**config.mk**
```make
export PLATFORM = sky130hd
export DESIGN_NAME = rom_port_arbiter_flat
export DESIGN_NICKNAME = d
export VERILOG_FILES = /design/src/rtl/rom_port_arbiter_if.sv /design/src/rtl/rom_port_arbiter.sv /design/src/flat_wrapper.sv
export SDC_FILE = /design/constraint.sdc
export NUM_CORES = 1
export LEC_CHECK = 0
export ABC_AREA = 1
export CAP_MARGIN = 5
export CELL_PAD_IN_SITES_DETAIL_PLACEMENT = 1
export CELL_PAD_IN_SITES_GLOBAL_PLACEMENT = 1
export CORE_MARGIN = 5
export CORE_UTILIZATION = 15
export CTS_CLUSTER_DIAMETER = 50
export CTS_CLUSTER_SIZE = 20
export DETAILED_ROUTE_END_ITERATION = 8
export GPL_TIMING_DRIVEN = 0
export PLACE_DENSITY_LB_ADDON = 0.1
export SLEW_MARGIN = 20
export SYNTH_ARGS = -nofsm -noshare
export SYNTH_HDL_FRONTEND = slang
export SYNTH_SLANG_ARGS = --single-unit
```
**constraint.sdc**
```tcl
create_clock -name clk -period 2 [get_ports clk]
set_clock_uncertainty 0.2 [all_clocks]
set_input_delay 0.4 -clock clk [delete_from_list [all_inputs] [get_ports clk]]
set_output_delay 0.4 -clock clk [all_outputs]
set_load 0.02 [all_outputs]
```
**src/rtl/rom_port_arbiter_if.sv**
```systemverilog
`default_nettype none
// ============================================================================
// rom_port_arbiter_if
//   Requester, response and genrom-side signals of the shared ROM read port.
//   Revision: 1.0
// ============================================================================
interface rom_port_arbiter_if #(
  parameter int MEM_ADDR  = 4,
  parameter int MEM_EXTRA = 4
);
  localparam int DW = (2 ** MEM_EXTRA) * 8;

  logic                 req0_valid;
  logic [MEM_ADDR:0]    req0_addr;
  logic [MEM_EXTRA-1:0] req0_extra;
  logic                 req0_ready;
  logic                 req0_flush;

  logic                 req1_valid;
  logic [MEM_ADDR:0]    req1_addr;
  logic [MEM_EXTRA-1:0] req1_extra;
  logic                 req1_ready;
  logic [MEM_ADDR:0]    req1_lower;
  logic [MEM_ADDR:0]    req1_upper;

  logic                 resp0_valid;
  logic                 resp1_valid;
  logic [DW-1:0]        resp_data;
  logic                 resp_error;

  logic [MEM_ADDR:0]    mem_addr;
  logic [MEM_EXTRA-1:0] mem_extra;
  logic [MEM_ADDR:0]    mem_lower;
  logic [MEM_ADDR:0]    mem_upper;
  logic [DW-1:0]        mem_data;
  logic                 mem_error;

  // Environment side: both requesters plus the genrom read port.
  modport master (
    output req0_valid, req0_addr, req0_extra, req0_flush,
    output req1_valid, req1_addr, req1_extra, req1_lower, req1_upper,
    output mem_data, mem_error,
    input  req0_ready, req1_ready, resp0_valid, resp1_valid,
    input  resp_data, resp_error,
    input  mem_addr, mem_extra, mem_lower, mem_upper
  );

  // Arbiter side.
  modport slave (
    input  req0_valid, req0_addr, req0_extra, req0_flush,
    input  req1_valid, req1_addr, req1_extra, req1_lower, req1_upper,
    input  mem_data, mem_error,
    output req0_ready, req1_ready, resp0_valid, resp1_valid,
    output resp_data, resp_error,
    output mem_addr, mem_extra, mem_lower, mem_upper
  );
endinterface : rom_port_arbiter_if
`default_nettype wire

```
**src/rtl/rom_port_arbiter.sv**
```systemverilog
`default_nettype none
// ============================================================================
// rom_port_arbiter
//   Two-requester arbiter for the genrom read port with in-order tag tracking.
//   Revision: 1.0
// ============================================================================
module rom_port_arbiter #(
  parameter int MEM_ADDR   = 4,
  parameter int MEM_EXTRA  = 4,
  parameter int LAT        = 2,
  parameter int FIXED_PRIO = 0
) (
  input  wire logic         clk,
  input  wire logic         reset,
  rom_port_arbiter_if.slave bus
);

  localparam logic [MEM_ADDR:0] c_ADDR_ONES = '1;

  logic                 w_grant0;
  logic                 w_grant1;
  logic                 r_last_grant;

  logic [LAT-1:0]       r_tag_vld;
  logic [LAT-1:0]       r_tag_id;
  logic [LAT-1:0]       w_tag_vld_nxt;
  logic [LAT-1:0]       w_tag_id_nxt;

  logic [MEM_ADDR:0]    r_mem_addr;
  logic [MEM_EXTRA-1:0] r_mem_extra;
  logic [MEM_ADDR:0]    r_mem_lower;
  logic [MEM_ADDR:0]    r_mem_upper;

  // Gating with reset keeps ready low for the whole time reset is asserted.
  always_comb begin
    w_grant0 = 1'b0;
    w_grant1 = 1'b0;
    if (reset) begin
      if (bus.req0_valid && bus.req1_valid) begin
        if ((FIXED_PRIO != 0) || r_last_grant) begin
          w_grant0 = 1'b1;
        end else begin
          w_grant1 = 1'b1;
        end
      end else begin
        w_grant0 = bus.req0_valid;
        w_grant1 = bus.req1_valid;
      end
    end
  end

  // Flush kills requester-0 entries as they shift; the new load is unaffected.
  always_comb begin
    w_tag_vld_nxt = '0;
    w_tag_id_nxt  = '0;
    for (int i = LAT - 1; i > 0; i--) begin
      w_tag_vld_nxt[i] = r_tag_vld[i-1] & ~(bus.req0_flush & ~r_tag_id[i-1]);
      w_tag_id_nxt[i]  = r_tag_id[i-1];
    end
    w_tag_vld_nxt[0] = w_grant0 | w_grant1;
    w_tag_id_nxt[0]  = w_grant1;
  end

  always_ff @(posedge clk or negedge reset) begin
    if (!reset) begin
      r_tag_vld <= '0;
      r_tag_id  <= '0;
    end else begin
      r_tag_vld <= w_tag_vld_nxt;
      r_tag_id  <= w_tag_id_nxt;
    end
  end

  always_ff @(posedge clk or negedge reset) begin
    if (!reset) begin
      r_last_grant <= 1'b1;
      r_mem_addr   <= '0;
      r_mem_extra  <= '0;
      r_mem_lower  <= '0;
      r_mem_upper  <= c_ADDR_ONES;
    end else if (w_grant1) begin
      r_last_grant <= 1'b1;
      r_mem_addr   <= bus.req1_addr;
      r_mem_extra  <= bus.req1_extra;
      r_mem_lower  <= bus.req1_lower;
      r_mem_upper  <= bus.req1_upper;
    end else if (w_grant0) begin
      r_last_grant <= 1'b0;
      r_mem_addr   <= bus.req0_addr;
      r_mem_extra  <= bus.req0_extra;
      r_mem_lower  <= '0;
      r_mem_upper  <= c_ADDR_ONES;
    end
  end

  assign bus.req0_ready  = w_grant0;
  assign bus.req1_ready  = w_grant1;
  assign bus.resp0_valid = r_tag_vld[LAT-1] & ~r_tag_id[LAT-1];
  assign bus.resp1_valid = r_tag_vld[LAT-1] &  r_tag_id[LAT-1];
  assign bus.resp_data   = bus.mem_data;
  assign bus.resp_error  = bus.mem_error;
  assign bus.mem_addr    = r_mem_addr;
  assign bus.mem_extra   = r_mem_extra;
  assign bus.mem_lower   = r_mem_lower;
  assign bus.mem_upper   = r_mem_upper;

endmodule : rom_port_arbiter
`default_nettype wire

```
**src/flat_wrapper.sv**
```systemverilog
// flat-port wrapper written by rule: the top's interface ports become plain ports
module rom_port_arbiter_flat 
#(
  parameter int MEM_ADDR   = 4,
  parameter int MEM_EXTRA  = 4,
  parameter int LAT        = 2,
  parameter int FIXED_PRIO = 0
)
  (clk, reset, bus_req0_valid, bus_req0_addr, bus_req0_extra, bus_req0_flush, bus_req1_valid, bus_req1_addr, bus_req1_extra, bus_req1_lower, bus_req1_upper, bus_mem_data, bus_mem_error, bus_req0_ready, bus_req1_ready, bus_resp0_valid, bus_resp1_valid, bus_resp_data, bus_resp_error, bus_mem_addr, bus_mem_extra, bus_mem_lower, bus_mem_upper);
  rom_port_arbiter_if #(.MEM_ADDR(MEM_ADDR), .MEM_EXTRA(MEM_EXTRA)) bus_i ();
  input  wire logic clk;
  input  wire logic reset;
  input wire logic [$bits(bus_i.req0_valid)-1:0] bus_req0_valid;
  input wire logic [$bits(bus_i.req0_addr)-1:0] bus_req0_addr;
  input wire logic [$bits(bus_i.req0_extra)-1:0] bus_req0_extra;
  input wire logic [$bits(bus_i.req0_flush)-1:0] bus_req0_flush;
  input wire logic [$bits(bus_i.req1_valid)-1:0] bus_req1_valid;
  input wire logic [$bits(bus_i.req1_addr)-1:0] bus_req1_addr;
  input wire logic [$bits(bus_i.req1_extra)-1:0] bus_req1_extra;
  input wire logic [$bits(bus_i.req1_lower)-1:0] bus_req1_lower;
  input wire logic [$bits(bus_i.req1_upper)-1:0] bus_req1_upper;
  input wire logic [$bits(bus_i.mem_data)-1:0] bus_mem_data;
  input wire logic [$bits(bus_i.mem_error)-1:0] bus_mem_error;
  output wire logic [$bits(bus_i.req0_ready)-1:0] bus_req0_ready;
  output wire logic [$bits(bus_i.req1_ready)-1:0] bus_req1_ready;
  output wire logic [$bits(bus_i.resp0_valid)-1:0] bus_resp0_valid;
  output wire logic [$bits(bus_i.resp1_valid)-1:0] bus_resp1_valid;
  output wire logic [$bits(bus_i.resp_data)-1:0] bus_resp_data;
  output wire logic [$bits(bus_i.resp_error)-1:0] bus_resp_error;
  output wire logic [$bits(bus_i.mem_addr)-1:0] bus_mem_addr;
  output wire logic [$bits(bus_i.mem_extra)-1:0] bus_mem_extra;
  output wire logic [$bits(bus_i.mem_lower)-1:0] bus_mem_lower;
  output wire logic [$bits(bus_i.mem_upper)-1:0] bus_mem_upper;
  assign bus_i.req0_valid = bus_req0_valid;
  assign bus_i.req0_addr = bus_req0_addr;
  assign bus_i.req0_extra = bus_req0_extra;
  assign bus_i.req0_flush = bus_req0_flush;
  assign bus_i.req1_valid = bus_req1_valid;
  assign bus_i.req1_addr = bus_req1_addr;
  assign bus_i.req1_extra = bus_req1_extra;
  assign bus_i.req1_lower = bus_req1_lower;
  assign bus_i.req1_upper = bus_req1_upper;
  assign bus_i.mem_data = bus_mem_data;
  assign bus_i.mem_error = bus_mem_error;
  assign bus_req0_ready = bus_i.req0_ready;
  assign bus_req1_ready = bus_i.req1_ready;
  assign bus_resp0_valid = bus_i.resp0_valid;
  assign bus_resp1_valid = bus_i.resp1_valid;
  assign bus_resp_data = bus_i.resp_data;
  assign bus_resp_error = bus_i.resp_error;
  assign bus_mem_addr = bus_i.mem_addr;
  assign bus_mem_extra = bus_i.mem_extra;
  assign bus_mem_lower = bus_i.mem_lower;
  assign bus_mem_upper = bus_i.mem_upper;
  rom_port_arbiter #(.MEM_ADDR(MEM_ADDR), .MEM_EXTRA(MEM_EXTRA), .LAT(LAT), .FIXED_PRIO(FIXED_PRIO)) u_core (.clk(clk), .reset(reset), .bus(bus_i));
endmodule
```
After elaboration in Yosys (flattened, before gate mapping)
Cells that the tools add are included.

Multiplexer cells: 16. Bitwise operators: 8. Reductions and logical operators: 2.

Operators with widths (number): $mux W5 (6); $mux W1 (8); $mux W4 (2); $and A1 B1 Y1 (4); $not A1 Y1 (3); $reduce_bool A2 Y1 (1); $logic_and A1 B1 Y1 (1); $or A1 B1 Y1 (1).

Flip-flop bits (word level): 24. Bits of input ports: 162. Output and inout bits: 152. Word-level logic and storage cells: 33.

Logic depth before layout (Yosys ltp)
Depth in word-level cells: 5. Depth in mapped cells: 7.

Worst setup path after synthesis
Ideal clock, no wire load.

Kind: flip-flop to output port. Start point: register u_core.r_last_grant. End point: output bus_req0_ready. Arrival time: 888 ps. Required time: 1400 ps. Setup slack: 512 ps. Stages on the path, launching flop included: 3. Path through: dfstp_2 > inv_1 > a21oi_1.

Cells in the longest elaborated chain, start to end: 3.

RTL lines: start: declaration (line rom_port_arbiter.sv:22) `logic r_last_grant;`; start signal: assignment (line rom_port_arbiter.sv:76) `r_last_grant <= 1'b1;`; start signal: assignment (line rom_port_arbiter.sv:82) `r_last_grant <= 1'b1;`; start signal: assignment (line rom_port_arbiter.sv:88) `r_last_grant <= 1'b0;`; $mux W1 (line rom_port_arbiter.sv:40) `if ((FIXED_PRIO != 0) || r_last_grant) begin`; $mux W1 (line rom_port_arbiter.sv:39) `if (bus.req0_valid && bus.req1_valid) begin`; $mux W1 (line rom_port_arbiter.sv:38) `if (reset) begin`; end: declaration (line flat_wrapper.sv:24) `output wire logic [$bits(bus_i.req0_ready)-1:0] bus_req0_ready;`.

No other way between the ends.

Final worst setup path
Start point: input bus_req1_valid. End point: output bus_req1_ready.

Cells in the longest elaborated chain, start to end: 3.

RTL lines: start: declaration (line flat_wrapper.sv:17) `input wire logic [$bits(bus_i.req1_valid)-1:0] bus_req1_valid;`; $logic_and A1 B1 Y1 (line rom_port_arbiter.sv:39); $mux W1 * (line rom_port_arbiter.sv:39); $mux W1 * (line rom_port_arbiter.sv:38); end: declaration (line flat_wrapper.sv:25) `output wire logic [$bits(bus_i.req1_ready)-1:0] bus_req1_ready;`.

Mark *: on every way between the ends. The rest lies on a longest branch, timed or not.

==> impl.org <==
** Setup path
- Cell family with the largest share of critical-path delay :: buffers and inverters
- Of all nets on the critical path, the largest fanout is 3.
- Start point of the critical path :: bus_req1_valid
- Kind of launch point of the worst setup path :: input pin
- Critical Path Sink :: bus_req1_ready
- Worst-path cell with the longest stage delay :: sky130_fd_sc_hd__clkdlybuf4s50_1
- Kind of end point of the critical path :: primary output
- In this run the critical register-to-register path is launched from u_core.r_last_grant.
- The largest single stage delay on the critical path is 0.49 ns.
- In this run the number of cells on the critical path is 5.
- Data arrives at the worst endpoint at 1.36 ns.
- The worst register-to-register path has a setup slack of 0.49 ns.
- Critical path buffer and inverter count :: 3
- Type of the worst setup path :: input pin to primary output
- Data required time at the worst endpoint :: 1.40 ns
- The critical path goes through clkdlybuf4s50_1 > nand2_2 > nor2_4 > buf_8 > buf_4.
- For the worst flop-to-flop path, the logic depth is 6.
- The worst register-to-register path ends at u_core.bus.mem_extra[0].

** Global routing
- Maximum number of pins on one net before global-route repair :: 19
- Leftover overflow at the end of global routing :: 0
- The number of global-route vias before repair was 2380.
- Overall Global Routing Usage :: 0.0932
- The first global-routing pass estimated 12300 um of wire.
- Number of antenna violations at the first check in global routing :: 0

** Clock network
- The longest clock path from root to sink contains 2 buffers.
- Total clock sinks :: 24
- Cts bufs inserted :: 3
- H-tree depth :: 1
- TritonCTS built the clock tree.
- Clock Tree Root :: sky130_fd_sc_hd__clkbuf_16
- The later pin in the worst-skew pair is clocked with a latency of 0.26 ns.
- After clock tree synthesis, the clock-pin slew on the worst setup and hold paths is 0.07 ns.

** Finish
- Post-synthesis to final-layout area growth :: 106%
- In the final layout, the share of cells above drive strength 1 is 0.333.
- Net count, final :: 628
- The repair_antennas step left the layout with diodes totalling 0.

** STA
- Time the final worst path needs with I/O delays and setup :: 1.96 ns
- Setup repair after global routing left no endpoint under its margin.
- Count of endpoints failing setup in the final report :: 0
- Final number of hold-violating endpoints :: 0
- For the pin with the worst max-slew slack, the measured transition is 0.479 ns.
- Of the available clock period, the critical path in the final layout requires 0.982.
- Max Fclk :: 509 MHz
- After routing, the total negative slack on setup checks comes to 0 ns.
- The worst pin sits at a relative slew slack of 0.681.
- The number of max-slew violations in the final report is 0.
- Setup slack on the critical path of the routed design comes to 0.0354 ns.

** Synth
- Counting distinct cell types in the post-synthesis netlist gives 15.
- Post-synthesis cell count :: 273
- In this run, synthesis produced a sequential element count of 24.
- Count of synthesis-stage warnings from yosys :: 0
- Mean post-synth cell area :: 7.64 um^2
- The share of the Yosys chip area taken by registers is 0.292.
- Number of nets in the synthesized netlist :: 435
- Summing every instance area after synthesis gives 2080 um^2.

** Placed design
- OpenSTA, run right after detailed placement, puts the worst setup slack at -0.837 ns.
- The congestion estimate from routability-driven global placement came to 0.702.
- Input and output buffers added on the ports amount to 184.
- Detailed placement ended at an HPWL of 7560 um.

** Power and ir drop
- Summed over all cells, the static leakage comes to 0.00209 uW.
- Post-layout power :: 2190 uW
- Dividing total power by cell area gives a power density of 512 nW/um^2.
- The worst-case IR drop observed on VDD is 210 uV.

** Die
- The floorplan step set the die height to 128 um.
- The core region is 13800 um^2.
- 314 I/O pins were placed.
- For this configuration, the core starts out at a cell density of 0.151.
- Measured along the x axis, the die boundary spans 128 um.
- Cell row count :: 43
- Die outline area :: 16400 um^2

** Route
- Violation count after the first detailed-route iteration :: 33
- Count of nets left with antenna violations after detail routing :: 0
- For this block, the routed nets add up to 8690 um of wire.
- DRC viols :: 0
- The pre-antenna-repair detailed-routing pass consisted of 3 iterations.
- The routed layout has 2211 vias.
- Vias per inst :: 3.43
- Routed len/inst :: 13.5 um

** Outcome
- The run finished with clean final reports.

** Run
- Max-capacitance violation count :: 0

** Min path
- Kind of path behind the tightest hold check :: input pin to async pin
-- synthesized netlist by cell type --
cell,number,area share
sky130_fd_sc_hd__buf_4,132,0.48
sky130_fd_sc_hd__nand2_1,50,0.090
sky130_fd_sc_hd__nor2_1,1,0.0018
sky130_fd_sc_hd__nand2_2,3,0.0090
sky130_fd_sc_hd__o21ai_0,5,0.012
sky130_fd_sc_hd__o21ai_1,1,0.0024
sky130_fd_sc_hd__dfrtp_1,18,0.22
sky130_fd_sc_hd__nor2_2,1,0.0030
sky130_fd_sc_hd__a21oi_1,1,0.0024
sky130_fd_sc_hd__a21boi_0,1,0.0036
sky130_fd_sc_hd__nand3_1,18,0.043
sky130_fd_sc_hd__dfstp_2,6,0.076
sky130_fd_sc_hd__inv_2,2,0.0036
sky130_fd_sc_hd__buf_2,1,0.0024
sky130_fd_sc_hd__inv_1,33,0.059
-- final cells by class --
type                            instances  area, um^2
Clock inverter                          1        30.0
Sequential cell                        24         608
Multi-Input combinational cell         81         354
Clock buffer                            3        75.1
Buffer                                133        1000
Fill cell                            1680        9490
Timing Repair Buffer                  188        1860
Inverter                               35         131
Tap cell                              180         225
-- placed cells by master, fill, tap and decap left out --
cell type                         netlist  final
sky130_fd_sc_hd__nand2_1               50     50
sky130_fd_sc_hd__dlygate4sd2_1          0      5
sky130_fd_sc_hd__nor2_4                 0      1
sky130_fd_sc_hd__nand2_2                3      3
sky130_fd_sc_hd__bufinv_16              0      1
sky130_fd_sc_hd__buf_2                  1      3
sky130_fd_sc_hd__buf_8                  0      1
sky130_fd_sc_hd__dlygate4sd3_1          0      1
sky130_fd_sc_hd__a21boi_0               1      1
sky130_fd_sc_hd__dfrtp_1               18     18
sky130_fd_sc_hd__inv_1                 33     33
sky130_fd_sc_hd__inv_2                  2      2
sky130_fd_sc_hd__nand3_1               18     18
sky130_fd_sc_hd__dfstp_2                6      6
sky130_fd_sc_hd__dlymetal6s2s_1         0      1
sky130_fd_sc_hd__a21oi_1                1      1
sky130_fd_sc_hd__o21ai_1                1      1
sky130_fd_sc_hd__clkbuf_16              0      3
sky130_fd_sc_hd__buf_4                132    135
sky130_fd_sc_hd__clkdlybuf4s50_1        0    175
sky130_fd_sc_hd__o21ai_0                5      5
sky130_fd_sc_hd__nor2_1                 1      1
-- through the flow --
step	instance area (um^2)	utilization	instances	hold WS, ns
final	4290	0.311	645	0.00454
after detailed placement	4150	0.301	637	0.163
after floorplan	2080	-	273	-0.0956
after global placement	4150	0.301	637	0.158
after CTS	4290	0.311	645	0.181
after global routing	4290	0.311	645	0.0573
-- state kept, by name, summed over array words and instances, names as in the netlist --
register,count
u_core.bus.mem_extra,4
u_core.bus.mem_addr,5
u_core.r_tag_id,2
u_core.r_last_grant,1
u_core.bus.mem_upper,5
u_core.r_tag_vld,2
u_core.bus.mem_lower,5
-- power breakdown --
| part | leakage, uW | switching [uW] | internal [uW] |
|---|---|---|---|
| Clock | 0.0000511 | 198 | 399 |
| Combinational | 0.00175 | 457 | 559 |
| Sequential | 0.000289 | 28.9 | 551 |
| Total | 0.00209 | 685 | 1510 |
-- routing by layer --
metal | share of wire | up-vias | wire length (um) | track usage
li1 | - | 1061 | - | -
met1 | 0.33 | 983 | 2870 | 0.0951
met2 | 0.53 | 165 | 4590 | 0.177
met3 | 0.14 | 2 | 1200 | 0.0413
met4 | 0.0033 | 0 | 29 | 0.0150
met5 | 0 | - | 0 | 0
-- timing repair --
item | 4_1_cts | 5_1_grt
gates resized for setup | 18 | 1
pin swaps | 1 | 0
cloned | 0 | 0
hold buffers | 2 | 0
endpoints found under the hold margin | 18 | 0
endpoints found under the setup margin | 7 | 1
buffers inserted | 2 | 0
-- worst min path at each step --
stage / cells after the start / endpoint / slack (ns) / startpoint
floorplan: 0 / u_core.bus.mem_addr[0] / -0.1 / reset
global placement: 0 / u_core.r_tag_id[1] / 0.16 / u_core.r_tag_id[0]
detailed placement: 0 / u_core.r_tag_id[1] / 0.16 / u_core.r_tag_id[0]
CTS: 0 / u_core.r_tag_id[1] / 0.18 / u_core.r_tag_id[0]
global route: 2 / u_core.bus.mem_addr[3] / 0.06 / reset
finish: 2 / u_core.bus.mem_addr[3] / 0.005 / reset
-- kinds of logic (layout without fill, tap and decap cells) --
group	after synthesis	count (layout)	synth area share
AO/OA/AOI/OAI	8	8	0.0204
buffers and inverters	168	360	0.541
AND/OR/NAND/NOR	73	73	0.147
flip-flops	24	24	0.292
(Power assumes the default switching activity.)
